<file path="src/rtl/proc_launch_ctrl.sv">
// Launch sequencer for multi_core_processor: load data memory, pulse the
// processor reset, run until end_process or timeout, and report results.
module proc_launch_ctrl #(
    parameter int          CNT_W    = 16,
    parameter int unsigned TIMEOUT  = 16'd50000,
    parameter int          PRST_CYC = 2
) (
    input  logic             clk,
    input  logic             rst,
    input  logic             start,
    output logic             load_req,
    input  logic             load_done,
    output logic             proc_rst,
    output logic             status,
    input  logic             end_process,
    output logic             busy,
    output logic             done,
    output logic             timeout,
    output logic [CNT_W-1:0] cycle_count,
    output logic [7:0]       run_count
);

    typedef enum logic [2:0] {
        IDLE,
        LOAD,
        PRST,
        RUN,
        DONE,
        ERR
    } state_t;

    localparam int              PW        = (PRST_CYC > 1) ? $clog2(PRST_CYC) : 1;
    localparam logic [PW-1:0]   PRST_LAST = PW'(PRST_CYC - 1);
    localparam logic [CNT_W-1:0] RUN_LAST = CNT_W'(TIMEOUT - 1);
    localparam logic [CNT_W-1:0] CNT_MAX  = '1;

    state_t           state_q, state_d;
    logic [PW-1:0]    prst_cnt_q, prst_cnt_d;
    logic             load_req_q, load_req_d;
    logic             proc_rst_q, proc_rst_d;
    logic             status_q, status_d;
    logic             busy_q, busy_d;
    logic             done_q, done_d;
    logic             timeout_q, timeout_d;
    logic [CNT_W-1:0] cycle_count_q, cycle_count_d;
    logic [7:0]       run_count_q, run_count_d;

    always_comb begin
        state_d       = state_q;
        prst_cnt_d    = '0;
        cycle_count_d = cycle_count_q;
        run_count_d   = run_count_q;

        case (state_q)
            IDLE: begin
                if (start) state_d = LOAD;
            end
            LOAD: begin
                if (load_done) state_d = PRST;
            end
            PRST: begin
                if (prst_cnt_q == PRST_LAST) state_d = RUN;
                else                         prst_cnt_d = prst_cnt_q + 1'b1;
            end
            RUN: begin
                // The cycle that sees end_process or the timeout still counts as a RUN cycle
                if (cycle_count_q != CNT_MAX) cycle_count_d = cycle_count_q + 1'b1;
                if (end_process)                    state_d = DONE;
                else if (cycle_count_q == RUN_LAST) state_d = ERR;
            end
            DONE: begin
                state_d = IDLE;
            end
            ERR: begin
                if (start) state_d = IDLE;
            end
            default: begin
                state_d = IDLE;
            end
        endcase

        if (state_q != RUN && state_d == RUN) cycle_count_d = '0;
        if (state_q == RUN && state_d == DONE) run_count_d = run_count_q + 8'd1;

        // Every flag is registered from the state being entered
        load_req_d = (state_d == LOAD);
        proc_rst_d = !(state_d == PRST || state_d == ERR);
        status_d   = (state_d == RUN);
        busy_d     = (state_d == LOAD || state_d == PRST || state_d == RUN);
        done_d     = (state_d == DONE);
        timeout_d  = (state_d == ERR);
    end

    always_ff @(posedge clk or negedge rst) begin
        if (!rst) begin
            state_q       <= IDLE;
            prst_cnt_q    <= '0;
            load_req_q    <= 1'b0;
            proc_rst_q    <= 1'b0;
            status_q      <= 1'b0;
            busy_q        <= 1'b0;
            done_q        <= 1'b0;
            timeout_q     <= 1'b0;
            cycle_count_q <= '0;
            run_count_q   <= '0;
        end else begin
            state_q       <= state_d;
            prst_cnt_q    <= prst_cnt_d;
            load_req_q    <= load_req_d;
            proc_rst_q    <= proc_rst_d;
            status_q      <= status_d;
            busy_q        <= busy_d;
            done_q        <= done_d;
            timeout_q     <= timeout_d;
            cycle_count_q <= cycle_count_d;
            run_count_q   <= run_count_d;
        end
    end

    assign load_req    = load_req_q;
    assign proc_rst    = proc_rst_q;
    assign status      = status_q;
    assign busy        = busy_q;
    assign done        = done_q;
    assign timeout     = timeout_q;
    assign cycle_count = cycle_count_q;
    assign run_count   = run_count_q;

endmodule

</file>
<file path="config.mk">
export PLATFORM = sky130hd
export DESIGN_NAME = proc_launch_ctrl
export DESIGN_NICKNAME = d
export VERILOG_FILES = /design/src/rtl/proc_launch_ctrl.sv
export SDC_FILE = /design/constraint.sdc
export NUM_CORES = 1
export LEC_CHECK = 0
export ABC_AREA = 0
export CORE_MARGIN = 3
export CORE_UTILIZATION = 51
export CTS_CLUSTER_DIAMETER = 30
export DETAILED_ROUTE_END_ITERATION = 16
export DONT_BUFFER_PORTS = 1
export PLACE_DENSITY = 0.68
export SLEW_MARGIN = 25
export SYNTH_ARGS = -nofsm -noshare
export SYNTH_HDL_FRONTEND = slang
export SYNTH_SLANG_ARGS = --single-unit
</file>
<file path="constraint.sdc">
create_clock -name clk -period 2.07 [get_ports clk]
set_input_delay 0.3105 -clock clk [delete_from_list [all_inputs] [get_ports clk]]
set_output_delay 0.3105 -clock clk [all_outputs]
set_load 0.02 [all_outputs]
</file>
==> reports/results.txt, run 1 <==
run status -> complete, no violations
Compound-Gate Fraction of Synth Area -> 7.30%
Clk pin slew, worst setup/hold paths -> 0.11 ns
Area growth syn-to-layout -> 14.2%
core area -> 3100 um2
switching power -> 0.905 mW
TritonCTS clock tree -> done
first-pass GRT wire length -> 6.28 mm
CP Buf/Inv Count -> 1
crit path kind -> reg2reg
ys flop type -> dfrtp_1
# DRC -> 0
Resize count post-CTS -> 0
Post-synth EDFFs -> 0
Top Ports -> 35
buffer levels on the longest clock path -> 2
Tot GR Track Use -> 20.0%
ratio of cells with drive above 1 in the final layout -> 19.2%
Relative slew margins -> 70.8%
main combinational cell family by area after synthesis -> simple AND/OR/NAND/NOR gates
fin nets -> 188
fill count -> 280
Critical Path RT -> 2.32 ns
Comb pwr share -> 32.0%
HPWL Detailed -> 2.59 mm
routed len/inst -> 16.1 um
max-capacitance violation count -> 0
Async SR Flop Fraction -> 100%
Place WS -> 0.180 ns
library cells used by synthesis -> 39
Ys Warns -> 0
Yosys reg bits -> 34
RSZ-0062 raised after global routing -> false
largest net degree at the start of global routing -> 35
part of the power in registers -> 50.3%
Row Count -> 20
initial antenna violation count -> 0
Avg Inst Size Synth -> 10.6 um2
H-tree levels -> 2
die area -> 4060 um2
Max Clk Rate -> 0.521 GHz
Simple-Gate Fraction of Synth Area -> 25.2%
pins over their slew limit -> 0
Hold Crit Class -> in2reg
Lkg Pwr -> 0.884 nW
Cell Pwr Density -> 1130 nW/um2
P_int -> 1.29 mW
Setup Skew -> 0.0137 ns
mux share of post-synthesis cell area -> 3.91%
maximum VDD drop -> 0.760 mV
most common cell after layout, fill and taps aside -> dfrtp_1
die height -> 63.7 um
diodes inserted -> 0
ratio of final minimum period to clock period -> 92.8%
critical path's top delay family -> simple AND/OR/NAND/NOR gates
Critical Path Max Stage Delay -> 0.55 ns
RePlAce Congestion -> 0.910
via/cell ratio -> 5.73
slowest cell on the critical path -> dfrtp_1
Die X -> 63.7 um
Synth Cell Area -> 1700 um2
worst-path fanout max -> 6
Setup Viol. Count Final -> 0
critical path launch point type -> flip-flop
Critical Path Sink Type -> flip-flop
initial core utilization -> 54.7%
most frequent cells in the layout -> dfrtp_1 (34), nor2_1 (19), xnor2_1 (17), buf_4 (16), nand2_1 (12)
CTS Buf Count -> 5
adder-cell share of the synthesized area -> 1.47%
via count -> 1,294
IO Port Bufs -> 0
Final Routed Wirelength -> 3.63 mm
Pre-antenna DRT Iters -> 4
Worst Setup Slack, final -> 0.149 ns
Tmin final -> 1.92 ns
DRC marker count from the first detailed-route iteration -> 79
critical path data arrival time -> 2.18 ns
clk sinks -> 34
Setup TNS -> 0 ns
Slew @ Worst Pin -> 0.438 ns
Skew-Pair Late Insertion Delay -> 0.34 ns
Final Hold Fails -> 0
worst-path cell chain -> nand4_1 -> buf_4 -> nor4_4 -> a21oi_1 -> nand2_1 -> mux2i_1
Root Buffer -> clkbuf_4
Cells after Synth -> 160
Seq/Total Area, Yosys -> 50.1%
vias in the first global route -> 1,337
syn nets -> 167
ANT nets after route -> 0
clock share of power -> 17.7%
post-synthesis xor/xnor area fraction -> 9.29%
GR Overflow Total -> 0
sw frac -> 41.2%
[kinds of logic (layout without fill, tap and decap cells)]
group | Yosys count | after routing
AO/OA/AOI/OAI | 15 | 15
XOR/XNOR | 18 | 18
buffers and inverters | 9 | 31
flip-flops | 34 | 34
multiplexers | 6 | 6
AND/OR/NAND/NOR | 76 | 76
adder cells (fa/ha/maj) | 2 | 2
[worst register-to-register path, cell delays in order (launching register included)]
cell and delay, ns:
dfrtp_1 0.55, nand4_1 0.19, buf_4 0.19, nor4_4 0.41
a21oi_1 0.19, nand2_1 0.13, mux2i_1 0.18
[synth_stat cells (2+ instances only)]
cell type,number,area (um2)
nor3_1,8,40.0
inv_1,5,18.8
nor2_1,19,71.3
and2_1,4,25.0
mux2i_1,4,40.0
xnor2_1,17,149
and3b_1,2,17.5
nor4b_1,3,26.3
a21oi_1,5,25.0
nand4_1,8,50.1
dfrtp_1,34,851
or2b_2,3,26.3
nand2_1,12,45.0
ha_1,2,25.0
nand3_1,7,35.0
and3_1,4,25.0
[metal layers]
metal | GRT usage, % | part of all wire [%] | vias to the layer above
met5 | 0 | 0 | -
met4 | 8.36 | 2.3 | 0
met3 | 7.49 | 6.6 | 8
met2 | 32.7 | 49 | 41
met1 | 23.4 | 42 | 638
li1 | - | - | 607
[path summary, 6_finish.rpt]
check | startpoint | to | slack, ns | depth (start not counted)
max in group asynchronous | rst | cycle_count[5] | 1.44 | 2
worst max-delay path | cycle_count[15] | cycle_count[4] | 0.15 | 6
worst min-delay path | end_process | state_q[2] | 0.32 | 3
worst max register to register | cycle_count[15] | cycle_count[4] | 0.15 | 6
min in group asynchronous | rst | cycle_count[12] | 0.45 | 2
worst min register to register | prst_cnt_q | prst_cnt_q | 0.49 | 1
[power by group through the flow]
stage	Combinational [mW]	Clock, mW	Sequential [mW]
global placement	0.654	0	1.11
global route	0.789	0.437	1.14
detailed placement	0.675	0	1.12
finish	0.703	0.389	1.11
floorplan	0.497	0	1.12
CTS	0.707	0.399	1.11
[registers in the layout, indices dropped and copies added, names as in the netlist]
name / flops
state_q: 3
run_count: 8
busy: 1
done: 1
prst_cnt_q: 1
load_req: 1
proc_rst: 1
status: 1
timeout: 1
cycle_count: 16
[area by class of cell]
type | count | area [um2] | area share [%]
Clock inverter | 2 | 12.5 | 0.645
Tap cell | 44 | 55.1 | 2.84
Timing Repair Buffer | 18 | 150 | 7.74
Clock buffer | 6 | 51.3 | 2.65
Multi-Input combinational cell | 117 | 801 | 41.3
Sequential cell | 34 | 851 | 43.9
Inverter | 5 | 18.8 | 0.968
[metrics by stage]
stage                     hold WS, ns  std cells  area, um2  power [mW]  utilization, %
final                           0.318        226       1940        2.20            62.5
after floorplan                0.0149        160       1700        1.62               -
after global routing            0.301        226       1940        2.37            62.5
after global placement         0.0158        216       1850        1.77            59.5
after detailed placement       0.0158        216       1850        1.79            59.5
after CTS                       0.300        226       1940        2.21            62.5
[what timing repair did]
| item | CTS | global route |
|---|---|---|
| hold buffers | 2 | 0 |
| setup buffers | 0 | 0 |
| endpoints found under the hold margin | 34 | 0 |
No activity file was read; power rests on OpenSTA's default activity.
==> run 2: changes to the inputs <==
Settings changed: CORE_UTILIZATION 51 to 40, PLACE_DENSITY 0.68 to 0.62.
==> run 2 against run 1 <==
Net effect: final cell count grew 3.5%; core utilization decreased by 13 points; register-to-register slack gained 0.04 ns; worst hold slack better by 0.032 ns; global-route usage decreased by 4.6 points; largest power group unchanged.
==> reports/results.txt, run 2 (synthesis results as in run 1) <==
run status -> complete, no violations
RePlAce Congestion -> 0.785 (-14%)
Slew @ Worst Pin -> 0.412 ns (-0.0255 ns)
sw frac -> 39.4% (-1.7 points)
initial core utilization -> 41.8% (-13 points)
Fin Hold WS -> 0.350 ns (+0.0318 ns)
Place WS -> 0.204 ns (+0.0245 ns)
Relative slew margins -> 72.1% (+1.3 points)
ratio of cells with drive above 1 in the final layout -> 20.1% (+0.88 points)
Final Instance Count excl. Fillers -> 234 (+3.5%)
buffer levels on the longest clock path -> 2 (unchanged)
cell area after layout -> 1990 um2 (+2.8%)
Setup TNS -> 0 ns (unchanged)
IO Port Bufs -> 0 (unchanged)
die height -> 71.2 um (+12%)
R2R setup slack -> 0.19 ns (+0.04 ns)
DRC marker count from the first detailed-route iteration -> 98 (+24%)
via count -> 1,253 (-3.2%)
Max Clk Rate -> 0.531 GHz (+2.0%)
Final Hold Fails -> 0 (unchanged)
max FFs per register -> 16 (unchanged)
critical path data arrival time -> 2.06 ns (-0.12 ns)
P_int -> 1.40 mW (+8.1%)
Pre-antenna DRT Iters -> 4 (unchanged)
worst r2r src -> cycle_count[0]
Lkg Pwr -> 0.908 nW (+2.7%)
Clk pin slew, worst setup/hold paths -> 0.07 ns (-0.04 ns)
Setup Viol. Count Final -> 0 (unchanged)
Comb pwr share -> 29.8% (-2.2 points)
most common cell after layout, fill and taps aside -> dfrtp_1
# DRC -> 0 (unchanged)
HPWL Detailed -> 2.61 mm (+0.49%)
routed len/inst -> 15.3 um (-4.9%)
fin nets -> 190 (+1.1%)
fill count -> 386 (+38%)
Setup Skew -> 0.00227 ns (-0.0114 ns)
core area -> 4060 um2 (+31%)
clk sinks -> 34 (unchanged)
most frequent cells in the layout -> dfrtp_1 (34), nor2_1 (19), buf_4 (18), xnor2_1 (17), nand2_1 (12)
ratio of final minimum period to clock period -> 91.0% (-1.8 points)
Resize count post-CTS -> 0 (unchanged)
Critical Path Sink Type -> flip-flop
switching power -> 0.911 mW (+0.64%)
Die X -> 71.2 um (+12%)
die area -> 5060 um2 (+25%)
initial antenna violation count -> 0 (unchanged)
Register-to-Register Path Depth -> 6 (unchanged)
part of the power in registers -> 48.3% (-2.0 points)
CTS Buf Count -> 5 (unchanged)
Skew-Pair Late Insertion Delay -> 0.29 ns (-0.05 ns)
Root Buffer -> clkbuf_8
Setup Buffers After CTS -> 0 (unchanged)
Final Routed Wirelength -> 3.58 mm (-1.5%)
H-tree levels -> 2 (unchanged)
first-pass GRT wire length -> 6.05 mm (-3.6%)
clock share of power -> 22.0% (+4.3 points)
Row Count -> 23 (+15%)
pins over their slew limit -> 0 (unchanged)
GR Overflow Total -> 0 (unchanged)
diodes inserted -> 0 (unchanged)
via/cell ratio -> 5.35 (-6.5%)
max-capacitance violation count -> 0 (unchanged)
vias in the first global route -> 1,268 (-5.2%)
Critical Path RT -> 2.24 ns (-0.08 ns)
worst-path cell chain -> ha_1 -> nand4_1 -> nor4b_1 -> a31o_2 -> a311o_2 -> mux2_4
RSZ-0062 raised after global routing -> false
Tmin final -> 1.88 ns (-0.0374 ns)
total placed cells including tap cells -> 224 (+3.7%)
Cell Area, Placed -> 1870 um2 (+1.2%)
Area growth syn-to-layout -> 17.4%
Cell Pwr Density -> 1160 nW/um2 (+2.2%)
Top Ports -> 35 (unchanged)
Hold Path Stages -> 3 (unchanged)
Reg-to-Reg End -> proc_rst
Tot GR Track Use -> 15.4% (-4.6 points)
ANT nets after route -> 0 (unchanged)
worst-path fanout max -> 5 (-1)
Hold Path Sink -> state_q[2]
largest net degree at the start of global routing -> 35 (unchanged)
hold_sp -> end_process
crit path kind -> reg2reg
Critical Path Max Stage Delay -> 0.43 ns (-0.12 ns)
slowest cell on the critical path -> a311o_2
TritonCTS clock tree -> done
maximum VDD drop -> 0.907 mV (+19%)
Hold Crit Class -> in2reg
critical path launch point type -> flip-flop
Worst Setup Slack, final -> 0.187 ns (+0.0374 ns)
## run 2: cell types whose count changed in the layout (fill, tap and decap cells not counted), sizes merged
cell,delta
buf,+2
## run 2: repair_timing
| action | in CTS | in global routing |
|---|---|---|
| endpoints found under the setup margin | 0 | 0 |
| endpoints found under the hold margin | 34 | 0 |
| hold buffers | 2 | 0 |
## run 2: area by class of cell
class | count | area, um2 | share of cell area [%]
timing repair buffer | 20 | 165 | 8.29
multi-input combinational | 117 | 801 | 40.2
inverter | 5 | 18.8 | 0.942
tap | 50 | 62.6 | 3.14
clock buffer | 6 | 82.6 | 4.14
clock inverter | 2 | 12.5 | 0.628
sequential | 34 | 851 | 42.7
## run 2: metal layers
metal	routed length (um)	track usage, %	part of all wire, %	up-vias
met3	265	7.39	7.4	6
li1	-	-	-	609
met1	1560	18.9	43	605
met5	0	0	0	-
met4	57	4.80	1.6	0
met2	1700	24.0	48	33
## run 2: worst max-delay path by stage
stage / from / to / slack [ns] / cells after the start
finish: cycle_count[0] / proc_rst / 0.19 / 6
global route: state_q[0] / cycle_count[9] / 0.06 / 6
detailed placement: cycle_count[0] / proc_rst / 0.20 / 6
CTS: cycle_count[0] / proc_rst / 0.19 / 6
global placement: cycle_count[0] / proc_rst / 0.25 / 6
floorplan: cycle_count[0] / proc_rst / 0.04 / 6
## run 2: metrics by stage
stage	utilization, %	total power [mW]
6_report	49.1	2.31
5_1_grt	49.1	2.47
4_1_cts	49.1	2.34
3_5_place_dp	46.0	1.80
3_3_place_gp	46.0	1.77
2_1_floorplan	-	1.62
## run 2: power groups by stage
stage               sequential, mW  clock [mW]  combinational, mW
floorplan                     1.12           0              0.497
global placement              1.12           0              0.653
detailed placement            1.12           0              0.673
CTS                           1.12       0.525              0.697
global route                  1.14       0.559              0.771
finish                        1.11       0.507              0.688
## run 2: critical path, delay by kind of cell, from the launching register on
family | cells | cell delay, ns
mux | 1 | 0.27
compound gates | 2 | 0.69
fa+ha+maj | 1 | 0.23
simple gates | 2 | 0.20
flops | 1 | 0.38
==> run 3: changes to the inputs <==
Settings changed: ABC_AREA 0 to 1, CTS_CLUSTER_DIAMETER 30 to 100.
Clock period 2.07 ns to 1.75 ns, I/O delays scaled along.
==> run 3 against run 2 <==
Net effect: sequential power up 5%; global-route usage up 1.9 points; clock power up 79%; via count up 44%; area after synthesis up 17%; final cell count up 55%; critical endpoint is now cycle_count[7].
==> reports/results.txt, run 3 <==
Critical Path Max Stage Delay -> 0.43 ns (about the same)
critical path data arrival time -> 1.80 ns (-0.26 ns)
Avg Inst Size Synth -> 7.55 um2 (-29%)
Skew-Pair Late Insertion Delay -> 0.29 ns (about the same)
crit path kind -> reg2reg
max-capacitance violation count -> 0 (unchanged)
slowest cell on the critical path -> dfrtp_1
critical path launch point type -> flip-flop
share of the synthesized area in the top cell type -> 42.7% (-7.4 points)
critical path's top delay family -> simple AND/OR/NAND/NOR gates
ANT nets after route -> 0 (unchanged)
Critical Path Sink Type -> flip-flop
Cell Area, Placed -> 2240 um2 (+20%)
clk sinks -> 34 (unchanged)
Final Hold Fails -> 0 (unchanged)
Pre-antenna DRT Iters -> 4 (unchanged)
die area -> 5860 um2 (+16%)
worst-path fanout max -> 25 (+20)
# DRC -> 0 (unchanged)
Setup crit end -> cycle_count[7]
most common cell after layout, fill and taps aside -> nand2_1
Root Buffer -> clkbuf_8
Register-to-Register Path Depth -> 8 (+2)
cell area after layout -> 2420 um2 (+22%)
Synth area leader -> dfrtp_1
syn nets -> 271 (+62%)
ratio of final minimum period to clock period -> 90.4% (-0.54 points)
Top Ports -> 35 (unchanged)
Tmin final -> 1.58 ns (-0.301 ns)
Post-synth EDFFs -> 0 (unchanged)
Critical Path RT -> 1.97 ns (-0.27 ns)
worst-path cell chain -> inv_1 -> nor3_4 -> nand2_2 -> nor2_4 -> nor2_4 -> nor2_8 -> nand2_1 -> o21ai_2
Async SR Flop Fraction -> 100% (unchanged)
H-tree levels -> 2 (unchanged)
via/cell ratio -> 4.99 (-6.9%)
max FFs per register -> 16 (unchanged)
HPWL Detailed -> 3.35 mm (+28%)
Final Routed Wirelength -> 4.66 mm (+30%)
Die X -> 76.6 um (+7.6%)
library cells used by synthesis -> 29 (-26%)
top post-synthesis cells by area -> dfrtp_1 (43%), nand2_1 (16%), nand3_1 (8.8%)
Max Clk Rate -> 0.632 GHz (+19%)
RSZ-0062 raised after global routing -> false
Lkg Pwr -> 1.26 nW (+39%)
Setup Buffers After CTS -> 0 (unchanged)
initial core utilization -> 41.9% (+0.051 points)
most frequent cells in the layout -> nand2_1 (82), nand3_1 (34), dfrtp_1 (33), inv_1 (28), buf_4 (28)
TritonCTS clock tree -> done
GR Overflow Total -> 0 (unchanged)
Row Count -> 25 (+8.7%)
diodes inserted -> 0 (unchanged)
ratio of cells with drive above 1 in the final layout -> 19.3% (-0.85 points)
Ys Warns -> 0 (unchanged)
buffer levels on the longest clock path -> 2 (unchanged)
Final Instance Count excl. Fillers -> 363 (+55%)
Tot GR Track Use -> 17.3% (+1.9 points)
CP dominant cell by count -> nor2_4
CP startpoint -> cycle_count[4]
worst r2r src -> cycle_count[4]
IO Port Bufs -> 0 (unchanged)
maximum VDD drop -> 0.782 mV (-14%)
ys flop type -> dfrtp_1
Synth Cell Area -> 1990 um2 (+17%)
Clk pin slew, worst setup/hold paths -> 0.07 ns (about the same)
top cells by count, synth -> nand2_1 (83), nand3_1 (35), dfrtp_1 (34)
routed len/inst -> 12.8 um (-16%)
Critical Path Stages -> 8 (+2)
RePlAce Congestion -> 0.790 (+0.74%)
Setup Skew -> 0.00667 ns (+0.00440 ns)
pins over their slew limit -> 0 (unchanged)
DRC marker count from the first detailed-route iteration -> 89 (-9.2%)
Setup TNS -> 0 ns (unchanged)
Relative slew margins -> 73.7% (+1.6 points)
largest net degree at the start of global routing -> 35 (unchanged)
CTS Buf Count -> 5 (unchanged)
Hold Crit Class -> in2reg
vias in the first global route -> 1,792 (+41%)
Reg-to-Reg End -> cycle_count[7]
R2R setup slack -> 0.17 ns (-0.02 ns)
run status -> complete, no violations
Cell Pwr Density -> 1240 nW/um2 (+6.9%)
die height -> 76.6 um (+7.6%)
total placed cells including tap cells -> 353 (+58%)
Setup Viol. Count Final -> 0 (unchanged)
via count -> 1,810 (+44%)
Seq/Total Area, Yosys -> 42.7% (-7.4 points)
total power draw -> 3.00 mW (+30%)
Slew @ Worst Pin -> 0.391 ns (-0.0211 ns)
Area growth syn-to-layout -> 21.7%
Cells after Synth -> 264 (+65%)
fin nets -> 302 (+59%)
Final Util -> 51.0% (+1.9 points)
count leader, synth -> nand2_1
initial antenna violation count -> 0 (unchanged)
Yosys reg bits -> 34 (unchanged)
core area -> 4750 um2 (+17%)
CP Buf/Inv Count -> 1 (+1)
first-pass GRT wire length -> 8.22 mm (+36%)
run 3: cell types whose count changed after synthesis, sizes merged, moves of 9 or more:
cell,before,now
o21ai,1,10
nand2,12,86
nand3,7,36
nor2,19,31
xnor2,17,4
inv,5,28
run 3: timing repair:
item,CTS,global route
setup endpoints to repair,0,9
hold buffers,2,0
hold endpoints to repair,34,0
gates resized for setup,0,4
run 3: worst min path at each step:
stage	start	endpoint	slack, ns	cells after the start
2_1_floorplan	rst	busy	-0.03	0
3_3_place_gp	rst	cycle_count[9]	-0.03	0
3_5_place_dp	rst	cycle_count[9]	-0.03	0
4_1_cts	start	timeout	0.21	3
5_1_grt	start	timeout	0.25	3
6_report	start	timeout	0.24	3
run 3: cells by family (layout without fill, tap and decap cells):
| logic type | count (synthesis) | after routing | share of synthesized area, % |
|---|---|---|---|
| simple gates | 173 | 173 | 40.7 |
| flops | 34 | 34 | 42.7 |
| buf+inv | 34 | 66 | 7.66 |
| compound gates | 13 | 13 | 4.15 |
| xor+xnor | 8 | 8 | 3.52 |
| fa+ha+maj | 2 | 2 | 1.26 |
run 3: report_power, final:
group	total (mW)	internal, mW	switching (mW)	leakage (nW)
clock network	0.910	0.608	0.302	0.0714
logic	0.932	0.323	0.609	0.736
registers	1.16	0.941	0.221	0.455
total	3.00	1.87	1.13	1.26
run 3: final cells by class:
class,count,area (um2)
clock buffers,6,82.6
clock inverters,2,60.1
fillers,480,2330
inverters,28,105
multi-input cells,196,1000
flip-flops and latches,34,852
well taps,67,83.8
repair buffers,30,240
run 3: worst register-to-register path, delay by kind of cell, from the launching register on:
kind	cells	cell delay [ns]
DFF	1	0.43
buffers and inverters	1	0.11
and+or+nand+nor	6	0.91
AOI/OAI and AO/OA	1	0.07
run 3: routing by layer:
layer / wire [um] / global-route usage (%) / vias to the layer above
li1: - / - / 904
met1: 1960 / 20.7 / 853
met2: 2350 / 29.6 / 45
met3: 276 / 5.08 / 8
met4: 70 / 5.98 / 0
met5: 0 / 0 / -
run 3: per-stage QoR:
| step | worst slack (ns) | hold WS [ns] |
|---|---|---|
| detailed placement | 0.168 | -0.0320 |
| CTS | 0.136 | 0.214 |
| floorplan | 0.0550 | -0.0331 |
| global route | 0.00508 | 0.252 |
| global placement | 0.185 | -0.0321 |
| finish | 0.167 | 0.243 |
